===== src/rtl/backprop_layer_stack.sv =====
// backprop_layer_stack
//   LIFO store of per-layer frames for backpropagation. The forward pass
//   writes row vectors (one per data set and row) into the open frame, which
//   sits at index sp. A push commits it. The backward pass reads committed
//   frames by depth from the top and releases them with a pop.
//
// Ports
//   clk, reset     rising-edge clock, synchronous active-high reset
//   store*         write store_data into open frame [store_set][store_row]
//   push / pop     commit open frame / discard top committed frame
//   load*          read committed frame (depth 0 = top), latency 1
//   load_data      registered read data; holds until the next load or reset
//   load_valid     1-cycle pulse alongside good load_data
//   load_error     1-cycle pulse for an out-of-range read (load_data = 0)
//   store_error    1-cycle pulse for a dropped write (bad index or full stack)
//   layer_count    committed frame count (sp)
//   full / empty   sp == MAX_LAYERS / sp == 0
//   overflow       sticky: push when full or pop when empty
module backprop_layer_stack #(
  parameter int unsigned DATA_SIZE      = 16,
  parameter int unsigned SIZE           = 3,
  parameter int unsigned MAX_LAYER_SIZE = 5,
  parameter int unsigned MAX_LAYERS     = 4,
  parameter int unsigned NUM_SETS       = 2
) (
  input  logic                      clk,
  input  logic                      reset,
  input  logic                      store,
  input  logic [31:0]               store_set,
  input  logic [31:0]               store_row,
  input  logic [DATA_SIZE*SIZE-1:0] store_data,
  input  logic                      push,
  input  logic                      pop,
  input  logic                      load,
  input  logic [31:0]               load_depth,
  input  logic [31:0]               load_set,
  input  logic [31:0]               load_row,
  output logic [DATA_SIZE*SIZE-1:0] load_data,
  output logic                      load_valid,
  output logic                      load_error,
  output logic                      store_error,
  output logic [31:0]               layer_count,
  output logic                      full,
  output logic                      empty,
  output logic                      overflow
);

  localparam int unsigned DW    = DATA_SIZE * SIZE;
  localparam int unsigned DEPTH = MAX_LAYERS * NUM_SETS * MAX_LAYER_SIZE;
  localparam int unsigned AW    = $clog2(DEPTH);

  logic [DW-1:0] r_mem [DEPTH];
  logic [31:0]   r_sp;
  logic [DW-1:0] r_load_data;
  logic          r_load_valid;
  logic          r_load_error;
  logic          r_store_error;
  logic          r_overflow;

  logic          w_wr_ok;
  logic          w_rd_ok;
  logic [31:0]   w_rd_frame;
  logic [AW-1:0] w_wr_addr;
  logic [AW-1:0] w_rd_addr;

  // All decisions use the pre-edge sp, so a simultaneous store+push writes
  // the frame being committed and a load alongside push/pop sees the old
  // frame mapping.
  assign w_wr_ok = (store_set < NUM_SETS) && (store_row < MAX_LAYER_SIZE) &&
                   (r_sp < MAX_LAYERS);
  assign w_rd_ok = (load_depth < r_sp) && (load_set < NUM_SETS) &&
                   (load_row < MAX_LAYER_SIZE);

  assign w_rd_frame = r_sp - 32'd1 - load_depth;

  // Flat address (frame, set, row). Only meaningful when the matching *_ok
  // is set; otherwise the truncated value is never used.
  assign w_wr_addr = AW'((r_sp * NUM_SETS + store_set) * MAX_LAYER_SIZE + store_row);
  assign w_rd_addr = AW'((w_rd_frame * NUM_SETS + load_set) * MAX_LAYER_SIZE + load_row);

  // Storage is not reset. Nonblocking write gives read-before-write on a
  // same-cycle store and load of one word.
  always_ff @(posedge clk) begin
    if (!reset && store && w_wr_ok) begin
      r_mem[w_wr_addr] <= store_data;
    end
  end

  always_ff @(posedge clk) begin
    if (reset) begin
      r_sp       <= '0;
      r_overflow <= 1'b0;
    end else if (push && !pop) begin
      if (r_sp < MAX_LAYERS) r_sp <= r_sp + 32'd1;
      else                   r_overflow <= 1'b1;
    end else if (pop && !push) begin
      if (r_sp != 32'd0) r_sp <= r_sp - 32'd1;
      else               r_overflow <= 1'b1;
    end
  end

  always_ff @(posedge clk) begin
    if (reset) begin
      r_load_data   <= '0;
      r_load_valid  <= 1'b0;
      r_load_error  <= 1'b0;
      r_store_error <= 1'b0;
    end else begin
      r_load_valid  <= 1'b0;
      r_load_error  <= 1'b0;
      r_store_error <= store && !w_wr_ok;
      if (load) begin
        if (w_rd_ok) begin
          r_load_data  <= r_mem[w_rd_addr];
          r_load_valid <= 1'b1;
        end else begin
          r_load_data  <= '0;
          r_load_error <= 1'b1;
        end
      end
    end
  end

  assign load_data   = r_load_data;
  assign load_valid  = r_load_valid;
  assign load_error  = r_load_error;
  assign store_error = r_store_error;
  assign layer_count = r_sp;
  assign full        = (r_sp == MAX_LAYERS);
  assign empty       = (r_sp == 32'd0);
  assign overflow    = r_overflow;

endmodule


===== config.mk =====
export PLATFORM = sky130hd
export DESIGN_NAME = backprop_layer_stack
export DESIGN_NICKNAME = d
export VERILOG_FILES = /design/src/rtl/backprop_layer_stack.sv
export SDC_FILE = /design/constraint.sdc
export NUM_CORES = 2
export LEC_CHECK = 0
export BUFFER_PORTS_ARGS = -buffer_cell sky130_fd_sc_hd__buf_4
export CORE_UTILIZATION = 45
export DETAILED_ROUTE_END_ITERATION = 10
export SLEW_MARGIN = 20
export SYNTH_ARGS = -nofsm -noshare
export SYNTH_HDL_FRONTEND = slang
export SYNTH_SLANG_ARGS = --single-unit

===== constraint.sdc =====
create_clock -name clk -period 5.7 [get_ports clk]
set_input_delay 0.285 -clock clk [delete_from_list [all_inputs] [get_ports clk]]
set_output_delay 0.285 -clock clk [all_outputs]
set_load 0.1 [all_outputs]

==> key figures <==
Placed design
  – Detailed Place HPWL: 113,000 um
  – Placement Cell Area: 85,100 um^2
  – Cells after DPL: 6,084
  – Final GP Congestion: 0.830
  – Number of port buffers: 299

Setup path
  – CP max FO: 24
  – CP max stage delay: 0.53 ns
  – Critical Path End Type: register
  – Worst path arrival time: 5.90 ns
  – Max stage delay cell, worst path: mux4_2
  – Worst path most repeated cell: inv_1
  – Worst path cell trace: inv_1 > ha_1 > inv_1 > fa_1 > inv_1 > fa_1 > xnor2_1 > ha_1 > inv_1 > fa_1 > inv_1 > ha_1 > xor2_4 > buf_12 > buf_12 > mux4_2 > mux2i_1 > mux2i_1 > a22o_1
  – CP Launch Type: register
  – WP data required: 6.42 ns
  – Critical setup path kind: reg -> reg

Logic synthesis
  – Area contributors post-synth: edfxtp_1 (73%), mux4_2 (16%), dfxtp_1 (2.1%), mux2i_1 (1.8%), ha_1 (1.1%)
  – Adder-cell share of the synthesized area: 1.31%
  – Syn_nets: 3,802
  – Count leader, synth: edfxtp_1
  – Ys Warns: 0
  – Yosys reg bits: 2,004
  – Post-synthesis cell area: 78,700 um^2
  – Top post-synthesis cells by count: edfxtp_1 (1,920), mux4_2 (576), mux2i_1 (144), clkbuf_1 (100), nor2_1 (92)
  – Leading area contributor after synthesis: edfxtp_1
  – Ys flop type: edfxtp_1
  – Mux contribution to synthesized area: 18.3%
  – Largest family of logic cells by synthesized area: multiplexers
  – Post-synth EDFFs: 1,920
  – Yosys cell types: 55
  – Synth async-reset ratio: 0%
  – Mean Syn Cell Area: 22.4 um^2
  – Seq/Total Area, Yosys: 75.4%
  – Post-Synth XOR/XNOR Area: 0.592%
  – Post-Synth Simple-Gate Area: 1.76%
  – Compound-Gate Fraction of Synth Area: 1.33%
  – Post-synth top area share: 73.3%
  – Post-Syn Instances: 3,511

Layout
  – Fillers: 13,434
  – Layout cells sized above 1: 31.7%
  – Final Non-Filler Cells: 6,502
  – Layout area overhead: 16.7%
  – Final core occ: 52.8%
  – FF/Latch Area: 59,300 um^2
  – Post-route cell area: 91,800 um^2
  – Final nets: 4,297
  – Multi-input logic area: 18,700 um^2

Route
  – Wire length per cell: 30.0 um
  – Initial DRC Count: 4,246
  – Drt total wl: 195,000 um
  – Via density: 5.89
  – DR vias: 38,305
  – DRC viols: 0
  – DRT antenna net count: 0
  – First drt pass iteration count: 7

STA
  – Fin crit share: 91.0%
  – Final setup viols: 0
  – Clock Skew: 0.0305 ns
  – Worst slew margin: 29.4%
  – Max Clk Rate: 193 MHz
  – Hold Vio Cnt, Final: 0
  – Crit path time final: 5.19 ns
  – Tightest Pin Transition: 1.06 ns
  – Slew Viols, Final: 0
  – Unrepaired setup endpoints after global routing: no
  – Fin Hold WS: 0.0939 ns

Run
  – Max_cap viols: 0

Global route
  – Global-route wire length before repair: 277,000 um
  – Total grt overflow: 0
  – Tot GR Track Use: 22.2%
  – Pin count of the biggest net entering global routing: 89
  – Vias in the first global route: 38,084
  – Initial antenna violation count: 6

Die
  – Die width: 420 um
  – Chip height: 420 um
  – Die ar.: 176,000 um^2
  – Row count: 153
  – Starting density of the core: 45.3%
  – Core area: 174,000 um^2
  – IO Pins: 300

CTS
  – CTS tree: built
  – Clk_lat worst skew: 0.84 ns
  – Total clock sinks: 2,004
  – Htree depth: 4
  – Post-CTS Setup Bufs: 0
  – Clk slew on worst S/H paths: 0.06 ns
  – Max Root-Sink Buffers: 3
  – Root Buffer: clkbuf_16
  – CTS Buf Count: 194
  – Post_cts resized: 0

Pwr
  – Power Density: 602 nW/um^2
  – P_leak: 29.7 nW
  – Overall Power: 55.3 mW
  – Peak VDD IR: 0.00399 V

Run status
  – Outcome: finished clean

Hold path
  – HP Class: in -> reg
[placed cells by master (no fill, tap or decap), types with 43 or more instances in the layout]
master         instances
buf_4                361
mux2i_1              144
inv_1                 78
edfxtp_1            1920
a22o_1                48
dlygate4sd3_1         51
dfxtp_1               84
buf_12                57
mux4_2               576
clkbuf_16            196
clkinv_1              44
clkbuf_1              43
nor2_1                51
ha_1                  66
[report_power, final]
| group | internal (mW) | switching [mW] |
|---|---|---|
| Clock | 7.01 | 5.50 |
| Combinational | 12.2 | 14.2 |
| Sequential | 16.2 | 0.164 |
[timing repair]
item	CTS	global route
hold buffers	51	0
endpoints found under the hold margin	1955	0
endpoints found under the setup margin	0	0
[critical path, delay by kind of cell (launching register included)]
family / cells / cell delay (ns)
multiplexers: 3 / 0.79
flip-flops: 1 / 0.33
XOR/XNOR: 2 / 0.49
buffers and inverters: 7 / 0.81
adder cells (fa/ha/maj): 6 / 2.37
AO/OA/AOI/OAI: 1 / 0.21
[stage by stage]
stage / setup TNS [ns] / worst slack, ns
final: 0 / 0.511
after global routing: 0 / 0.169
after CTS: 0 / 0.459
after detailed placement: 0 / 0.509
after global placement: 0 / 0.564
after floorplan: -953.28 / -0.550
[registers in the layout, summed over array words and instances, names as in the netlist]
name         flops
load_valid       1
load_data       48
r_mem         1920
layer_count     32
store_error      1
overflow         1
load_error       1
[layout make-up]
cell class / count / area share, %
Antenna cell: 6 / 0.0163
Clock buffer: 248 / 5.65
Clock inverter: 113 / 1.11
Inverter: 78 / 0.319
Multi-Input combinational cell: 1259 / 20.4
Sequential cell: 2004 / 64.6
Tap cell: 2325 / 3.17
Timing Repair Buffer: 469 / 4.75
[metal layers]
| metal | track usage, % | part of all wire, % | wire length, um | vias to the layer above |
|---|---|---|---|---|
| li1 | - | - | - | 15917 |
| met3 | 3.80 | 7.4 | 14500 | 213 |
| met5 | 0 | 0.0087 | 17 | - |
| met1 | 32.6 | 43 | 84000 | 20657 |
| met4 | 5.49 | 2.0 | 3820 | 2 |
| met2 | 34.7 | 47 | 92700 | 1516 |
[kinds of logic after synthesis]
logic type      Yosys count
simple gates            264
compound gates          148
mux                     720
xor+xnor                 50
flops                  2004
fa+ha+maj                77
buf+inv                 248
[final timing paths]
path              slack [ns]                   startpoint                         end  cells after the start
setup / recovery        0.51  layer_count[1]$_SDFFE_PP0P_  load_data[37]$_SDFFE_PP0P_                     19
hold / removal          0.09                 load_set[30]       load_error$_SDFF_PP0_                      5
setup reg to reg        0.51  layer_count[1]$_SDFFE_PP0P_  load_data[37]$_SDFFE_PP0P_                     19
hold reg to reg         0.49   load_data[18]$_SDFFE_PP0P_  load_data[18]$_SDFFE_PP0P_                      1
(Power assumes the default switching activity.)
